### config.mk
export PLATFORM = sky130hd
export DESIGN_NAME = decoder_scan_ctrl_flat
export DESIGN_NICKNAME = d
export VERILOG_FILES = /design/src/rtl/decoder_scan_if.sv /design/src/rtl/decoder_scan_ctrl.sv /design/src/flat_wrapper.sv
export SDC_FILE = /design/constraint.sdc
export NUM_CORES = 1
export LEC_CHECK = 0
export ABC_AREA = 1
export BUFFER_PORTS_ARGS = -buffer_cell sky130_fd_sc_hd__buf_2
export CORE_AREA = 4 4 54 66
export DETAILED_ROUTE_END_ITERATION = 10
export DIE_AREA = 0 0 58 70
export GPL_TIMING_DRIVEN = 0
export PLACE_DENSITY = 0.84
export SYNTH_ARGS = -nofsm -noshare
export SYNTH_HDL_FRONTEND = slang
export SYNTH_SLANG_ARGS = --single-unit
### constraint.sdc
create_clock -name clk -period 7 [get_ports clk]
set_input_delay 1.4 -clock clk [delete_from_list [all_inputs] [get_ports clk]]
set_output_delay 1.4 -clock clk [all_outputs]
set_load 0.05 [all_outputs]
### src/rtl/decoder_scan_if.sv
// Control/status bundle between a scan sequencer client and decoder_scan_ctrl.
// E/In feed the 3-to-8 decoder directly.
interface decoder_scan_if #(
    parameter int DWELL_W = 8
);
    logic               start;
    logic               stop;
    logic               one_shot;
    logic [7:0]         mask;
    logic [DWELL_W-1:0] dwell;
    logic               E;
    logic [2:0]         In;
    logic               busy;
    logic               sweep_done;

    modport master (
        output start, stop, one_shot, mask, dwell,
        input  E, In, busy, sweep_done
    );

    modport slave (
        input  start, stop, one_shot, mask, dwell,
        output E, In, busy, sweep_done
    );
endinterface

### src/rtl/decoder_scan_ctrl.sv
// Scan sequencer for a 3-to-8 decoder: walks the enabled channels in ascending
// order, blanking the decoder before each channel and holding it for a dwell time.
//
//  state | meaning
//  IDLE  | decoder disabled, waiting for start
//  BLANK | decoder disabled, In already points at the upcoming channel
//  DWELL | decoder enabled on channel In for captured dwell+1 cycles
module decoder_scan_ctrl #(
    parameter int DWELL_W   = 8,
    parameter int BLANK_CYC = 2
) (
    input logic            clk,
    input logic            rst_n,
    decoder_scan_if.slave  bus
);
    localparam int BW = (BLANK_CYC > 1) ? $clog2(BLANK_CYC) : 1;
    localparam logic [BW-1:0] BLANK_LOAD = (BLANK_CYC > 0) ? BW'(BLANK_CYC - 1) : '0;

    typedef enum logic [1:0] {IDLE, BLANK, DWELL} state_t;

    state_t             state;
    logic [BW-1:0]      blank_cnt;
    logic [DWELL_W-1:0] dwell_cnt;
    logic               os_q;
    logic               e_q;
    logic [2:0]         in_q;
    logic               busy_q;
    logic               done_q;
    logic [2:0]         nxt_ch;
    logic               wrap;

    function automatic logic [2:0] lowest_ch(input logic [7:0] m);
        logic [2:0] r;
        r = '0;
        for (int i = 7; i >= 0; i--) begin
            if (m[i]) r = 3'(i);
        end
        return r;
    endfunction

    // Searching offsets high-to-low leaves the nearest set bit above cur (mod 8).
    function automatic logic [2:0] next_ch(input logic [7:0] m, input logic [2:0] cur);
        logic [2:0] r;
        logic [2:0] idx;
        r = cur;
        for (int i = 8; i >= 1; i--) begin
            idx = cur + 3'(i);
            if (m[idx]) r = idx;
        end
        return r;
    endfunction

    always_comb begin
        nxt_ch = next_ch(bus.mask, in_q);
        wrap   = (nxt_ch <= in_q);
    end

    always_ff @(posedge clk or negedge rst_n) begin
        if (!rst_n) begin
            state     <= IDLE;
            blank_cnt <= '0;
            dwell_cnt <= '0;
            os_q      <= 1'b0;
            e_q       <= 1'b0;
            in_q      <= '0;
            busy_q    <= 1'b0;
            done_q    <= 1'b0;
        end else begin
            done_q <= 1'b0;
            case (state)
                IDLE: begin
                    if (bus.start && !bus.stop && (bus.mask != 8'h00)) begin
                        os_q   <= bus.one_shot;
                        in_q   <= lowest_ch(bus.mask);
                        busy_q <= 1'b1;
                        if (BLANK_CYC == 0) begin
                            state     <= DWELL;
                            e_q       <= 1'b1;
                            dwell_cnt <= bus.dwell;
                        end else begin
                            state     <= BLANK;
                            blank_cnt <= BLANK_LOAD;
                        end
                    end
                end
                BLANK: begin
                    if (bus.stop) begin
                        state  <= IDLE;
                        e_q    <= 1'b0;
                        busy_q <= 1'b0;
                    end else if (blank_cnt == '0) begin
                        state     <= DWELL;
                        e_q       <= 1'b1;
                        dwell_cnt <= bus.dwell;
                    end else begin
                        blank_cnt <= blank_cnt - 1'b1;
                    end
                end
                DWELL: begin
                    if (bus.stop) begin
                        state  <= IDLE;
                        e_q    <= 1'b0;
                        busy_q <= 1'b0;
                    end else if (dwell_cnt != '0) begin
                        dwell_cnt <= dwell_cnt - 1'b1;
                    end else if (bus.mask == 8'h00) begin
                        state  <= IDLE;
                        e_q    <= 1'b0;
                        busy_q <= 1'b0;
                    end else begin
                        done_q <= wrap;
                        if (wrap && os_q) begin
                            // Finished single sweep: In keeps the last channel scanned.
                            state  <= IDLE;
                            e_q    <= 1'b0;
                            busy_q <= 1'b0;
                        end else if (BLANK_CYC == 0) begin
                            in_q      <= nxt_ch;
                            dwell_cnt <= bus.dwell;
                        end else begin
                            state     <= BLANK;
                            e_q       <= 1'b0;
                            in_q      <= nxt_ch;
                            blank_cnt <= BLANK_LOAD;
                        end
                    end
                end
                default: begin
                    state  <= IDLE;
                    e_q    <= 1'b0;
                    busy_q <= 1'b0;
                end
            endcase
        end
    end

    assign bus.E          = e_q;
    assign bus.In         = in_q;
    assign bus.busy       = busy_q;
    assign bus.sweep_done = done_q;
endmodule

### src/flat_wrapper.sv
// flat-port wrapper written by rule: the top's interface ports become plain ports
module decoder_scan_ctrl_flat 
#(
    parameter int DWELL_W   = 8,
    parameter int BLANK_CYC = 2
)
  (clk, rst_n, bus_start, bus_stop, bus_one_shot, bus_mask, bus_dwell, bus_E, bus_In, bus_busy, bus_sweep_done);
  decoder_scan_if #(.DWELL_W(DWELL_W)) bus_i ();
  input logic clk;
  input logic rst_n;
  input wire logic [$bits(bus_i.start)-1:0] bus_start;
  input wire logic [$bits(bus_i.stop)-1:0] bus_stop;
  input wire logic [$bits(bus_i.one_shot)-1:0] bus_one_shot;
  input wire logic [$bits(bus_i.mask)-1:0] bus_mask;
  input wire logic [$bits(bus_i.dwell)-1:0] bus_dwell;
  output wire logic [$bits(bus_i.E)-1:0] bus_E;
  output wire logic [$bits(bus_i.In)-1:0] bus_In;
  output wire logic [$bits(bus_i.busy)-1:0] bus_busy;
  output wire logic [$bits(bus_i.sweep_done)-1:0] bus_sweep_done;
  assign bus_i.start = bus_start;
  assign bus_i.stop = bus_stop;
  assign bus_i.one_shot = bus_one_shot;
  assign bus_i.mask = bus_mask;
  assign bus_i.dwell = bus_dwell;
  assign bus_E = bus_i.E;
  assign bus_In = bus_i.In;
  assign bus_busy = bus_i.busy;
  assign bus_sweep_done = bus_i.sweep_done;
  decoder_scan_ctrl #(.DWELL_W(DWELL_W), .BLANK_CYC(BLANK_CYC)) u_core (.clk(clk), .rst_n(rst_n), .bus(bus_i));
endmodule
==> flow_summary.ini <==
[die]
core-area_um2 = 2970
rows = 22
top_level_ports = 27
die-area_um2 = 4060
start_util_pct = 60.0
die_h_um = 70
die_w_um = 58

[yosys]
yosys_warnings = 0
synth.avg_cell_area_um2 = 6.58
synth.distinct_cells = 36
synth-seq-cells = 18
ys_seq_area_share_pct = 25.3
synth_nets = 299
synth_area_um2 = 1780
syn_inst = 271

[critical_path]
crit_buf_inv = 2
crit_chain = inv_2 > ha_1 > inv_1 > nand3_1 > nand3_1 > nand2_1 > a21oi_1 > nand2_1 > nand2_1 > nand2_1 > nand2_1 > a21boi_0 > ha_1 > nand3b_1 > a32oi_1 > nor2_1 > o21ai_1 > nand3_1 > nor2_1 > a21oi_2
cp-start-kind = flop
required_ns = 7.20
slowest_stage = dfrtp_1
crit_fanout = 9
worstSetupPathType = reg2reg
crit_path_frequent_cell = nand2_1
critPathCaptureType = flop
critPathArrivalTime_ns = 3.90
critical-path-max-stage-delay_ns = 0.57
crit_family = simple AND/OR/NAND/NOR gates

[cts]
cts.root.buffer_cell = clkbuf_4
clockBufferDepth = 2
cts.sinks = 18
cts_resized = 0
clk_latency_ns = 0.31
postCtsHoldBufs = 0
path_clk_slew_ns = 0.11
cts_buffers = 3
cts-htree-levels = 1
post_cts_buffers = 0
tritoncts = yes

[sta]
rsz0062_at_grt = false
setup_viol_count_final = 0
report.final.hold_viol_count = 0
max_slew.worst_pin.slew_ns = 0.441
timing.final.crit_period_ns = 3.70
max_freq_ghz = 0.270
max-slew-margin-rel_pct = 70.4
drv_slew = 0
clock_skew_ns = 0.00952
holdWs_ns = 0.509
tns_ns = 0
fin_crit_sh_pct = 52.8

[global_routing]
grt_usage_pct = 23.2
grt_max_degree = 19
grt_pass1_vias = 1808
grt.overflow.total = 0
grt_pass1_wl_um = 7620
antenna_found_initial = 0

[route]
num_vias = 1879
first_pass_iters = 4
drt_iter0_drc = 57
routed_via_density = 5.58
ant_nets = 0
wl_per_cell_um = 13.0
drc = 0
wirelength_um = 4380

[place]
dpl_cell_area_um2 = 1960
io_buffers = 26
place_congestion = 0.945
hpwl_um = 3450
dp_cells = 333

[final_layout]
layout.nets = 330
fillCellCount = 262
final_cell_count_no_fill = 337
finalInstanceArea_um2 = 1990
area_delta_synth_final_pct = 11.9
drive_above_1_share_pct = 23.9
num_antenna_cells = 0

[run]
maxCapViolations = 0

[status]
status = complete, no violations

[worst_hold_path]
hold_class = reg2reg
[state kept, by name, indices dropped and copies added (netlist names)]
register               count
u_core.bus.sweep_done      1
u_core.state               2
u_core.dwell_cnt           8
u_core.blank_cnt           1
u_core.bus.busy            1
u_core.os_q                1
u_core.bus.In              3
u_core.bus.E               1
[cell usage in the layout, fill, tap and decap left out, types with 2 or more instances in the layout]
| cell type | netlist | routed |
|---|---|---|
| clkbuf_4 | 0 | 3 |
| nor2_2 | 3 | 3 |
| buf_2 | 1 | 27 |
| o21bai_1 | 2 | 2 |
| nand3b_1 | 2 | 2 |
| nand2_1 | 66 | 66 |
| nand3_1 | 24 | 24 |
| o22ai_1 | 2 | 2 |
| inv_2 | 7 | 7 |
| o211ai_1 | 2 | 2 |
| o211ai_2 | 2 | 2 |
| inv_1 | 31 | 31 |
| dfrtp_1 | 18 | 18 |
| a21oi_1 | 14 | 14 |
| nor3_1 | 3 | 3 |
| buf_4 | 2 | 2 |
| o21ai_0 | 14 | 14 |
| xor2_1 | 3 | 3 |
| nor4_1 | 2 | 2 |
| nand3_2 | 11 | 11 |
| nor2_1 | 29 | 29 |
| o221ai_1 | 2 | 2 |
| a21oi_2 | 2 | 2 |
| nand4_1 | 2 | 2 |
| ha_1 | 7 | 7 |
| buf_6 | 2 | 2 |
| nand2_2 | 8 | 8 |
[worst register-to-register path, cell delays in order, from the launching register on]
cell and delay [ns]:
dfrtp_1 0.57, inv_2 0.17, ha_1 0.44, inv_1 0.25, nand3_1 0.17, nand3_1 0.13
nand2_1 0.09, a21oi_1 0.12, nand2_1 0.06, nand2_1 0.05, nand2_1 0.05, nand2_1 0.07
a21boi_0 0.09, ha_1 0.30, nand3b_1 0.08, a32oi_1 0.23, nor2_1 0.09, o21ai_1 0.19
nand3_1 0.20, nor2_1 0.17, a21oi_2 0.07
[routing by layer]
metal | wire (um) | global-route usage [%]
met1 | 1700 | 26.1
met2 | 2420 | 44.6
met3 | 173 | 2.22
met4 | 82 | 6.44
met5 | 0 | 0
[per-stage QoR]
stage / setup WS, ns / util (%)
after floorplan: 3.57 / -
after global placement: 3.18 / 65.9
after detailed placement: 3.16 / 65.9
after CTS: 3.34 / 67.1
after global routing: 2.88 / 67.1
final: 3.30 / 67.1
[worst paths after layout]
path                                   from             endpoint  slack (ns)  cells after the start
hold / removal              u_core.bus.busy      u_core.bus.busy        0.51                      2
min in group asynchronous             rst_n  u_core.dwell_cnt[1]        1.00                      1
hold reg to reg             u_core.bus.busy      u_core.bus.busy        0.51                      2
max in group asynchronous             rst_n          u_core.os_q        5.71                      1
setup reg to reg           u_core.bus.In[0]     u_core.bus.In[2]        3.30                     20
setup / recovery           u_core.bus.In[0]     u_core.bus.In[2]        3.30                     20
[cells in the mapped netlist]
library cell,n,share of area [%]
a211oi_1,1,0.42
a21boi_0,1,0.42
a21oi_1,14,3.9
a21oi_2,2,0.98
a31oi_1,1,0.35
a32oi_1,1,0.49
buf_2,1,0.28
buf_4,2,0.84
buf_6,2,1.3
dfrtp_1,18,25
ha_1,7,4.9
inv_1,31,6.5
inv_2,7,1.5
inv_4,1,0.35
nand2_1,66,14
nand2_2,8,2.8
nand3_1,24,6.7
nand3_2,11,6.2
nand3b_1,2,0.84
nand4_1,2,0.70
nor2_1,29,6.1
nor2_2,3,1.1
nor2_4,1,0.63
nor3_1,3,0.84
nor4_1,2,0.70
nor4_2,1,0.70
o211ai_1,2,0.84
o211ai_2,2,1.4
o21ai_0,14,3.9
o21ai_1,1,0.28
o21bai_1,2,0.84
o221ai_1,2,0.98
o22ai_1,2,0.70
o311ai_0,1,0.49
or2_2,1,0.35
xor2_1,3,1.5
[final cells by class]
class	count	area, um2	area share, %
tap	36	45.0	2.26
clock buffer	4	36.3	1.82
inverter	39	149	7.47
sequential	18	450	22.6
buffer	5	42.5	2.13
timing repair buffer	26	130	6.52
multi-input combinational	209	1140	57.2
[kinds of logic after synthesis]
family,after synthesis,share of synthesized area [%]
AND/OR/NAND/NOR,153,41.5
AO/OA/AOI/OAI,46,16.1
buffers and inverters,44,10.7
flip-flops,18,25.3
adder cells (fa/ha/maj),7,4.91
XOR/XNOR,3,1.47
Power is left out: the tool's default activity adds up to more than one toggle a clock period on the data nets, which glitch-free logic cannot reach.
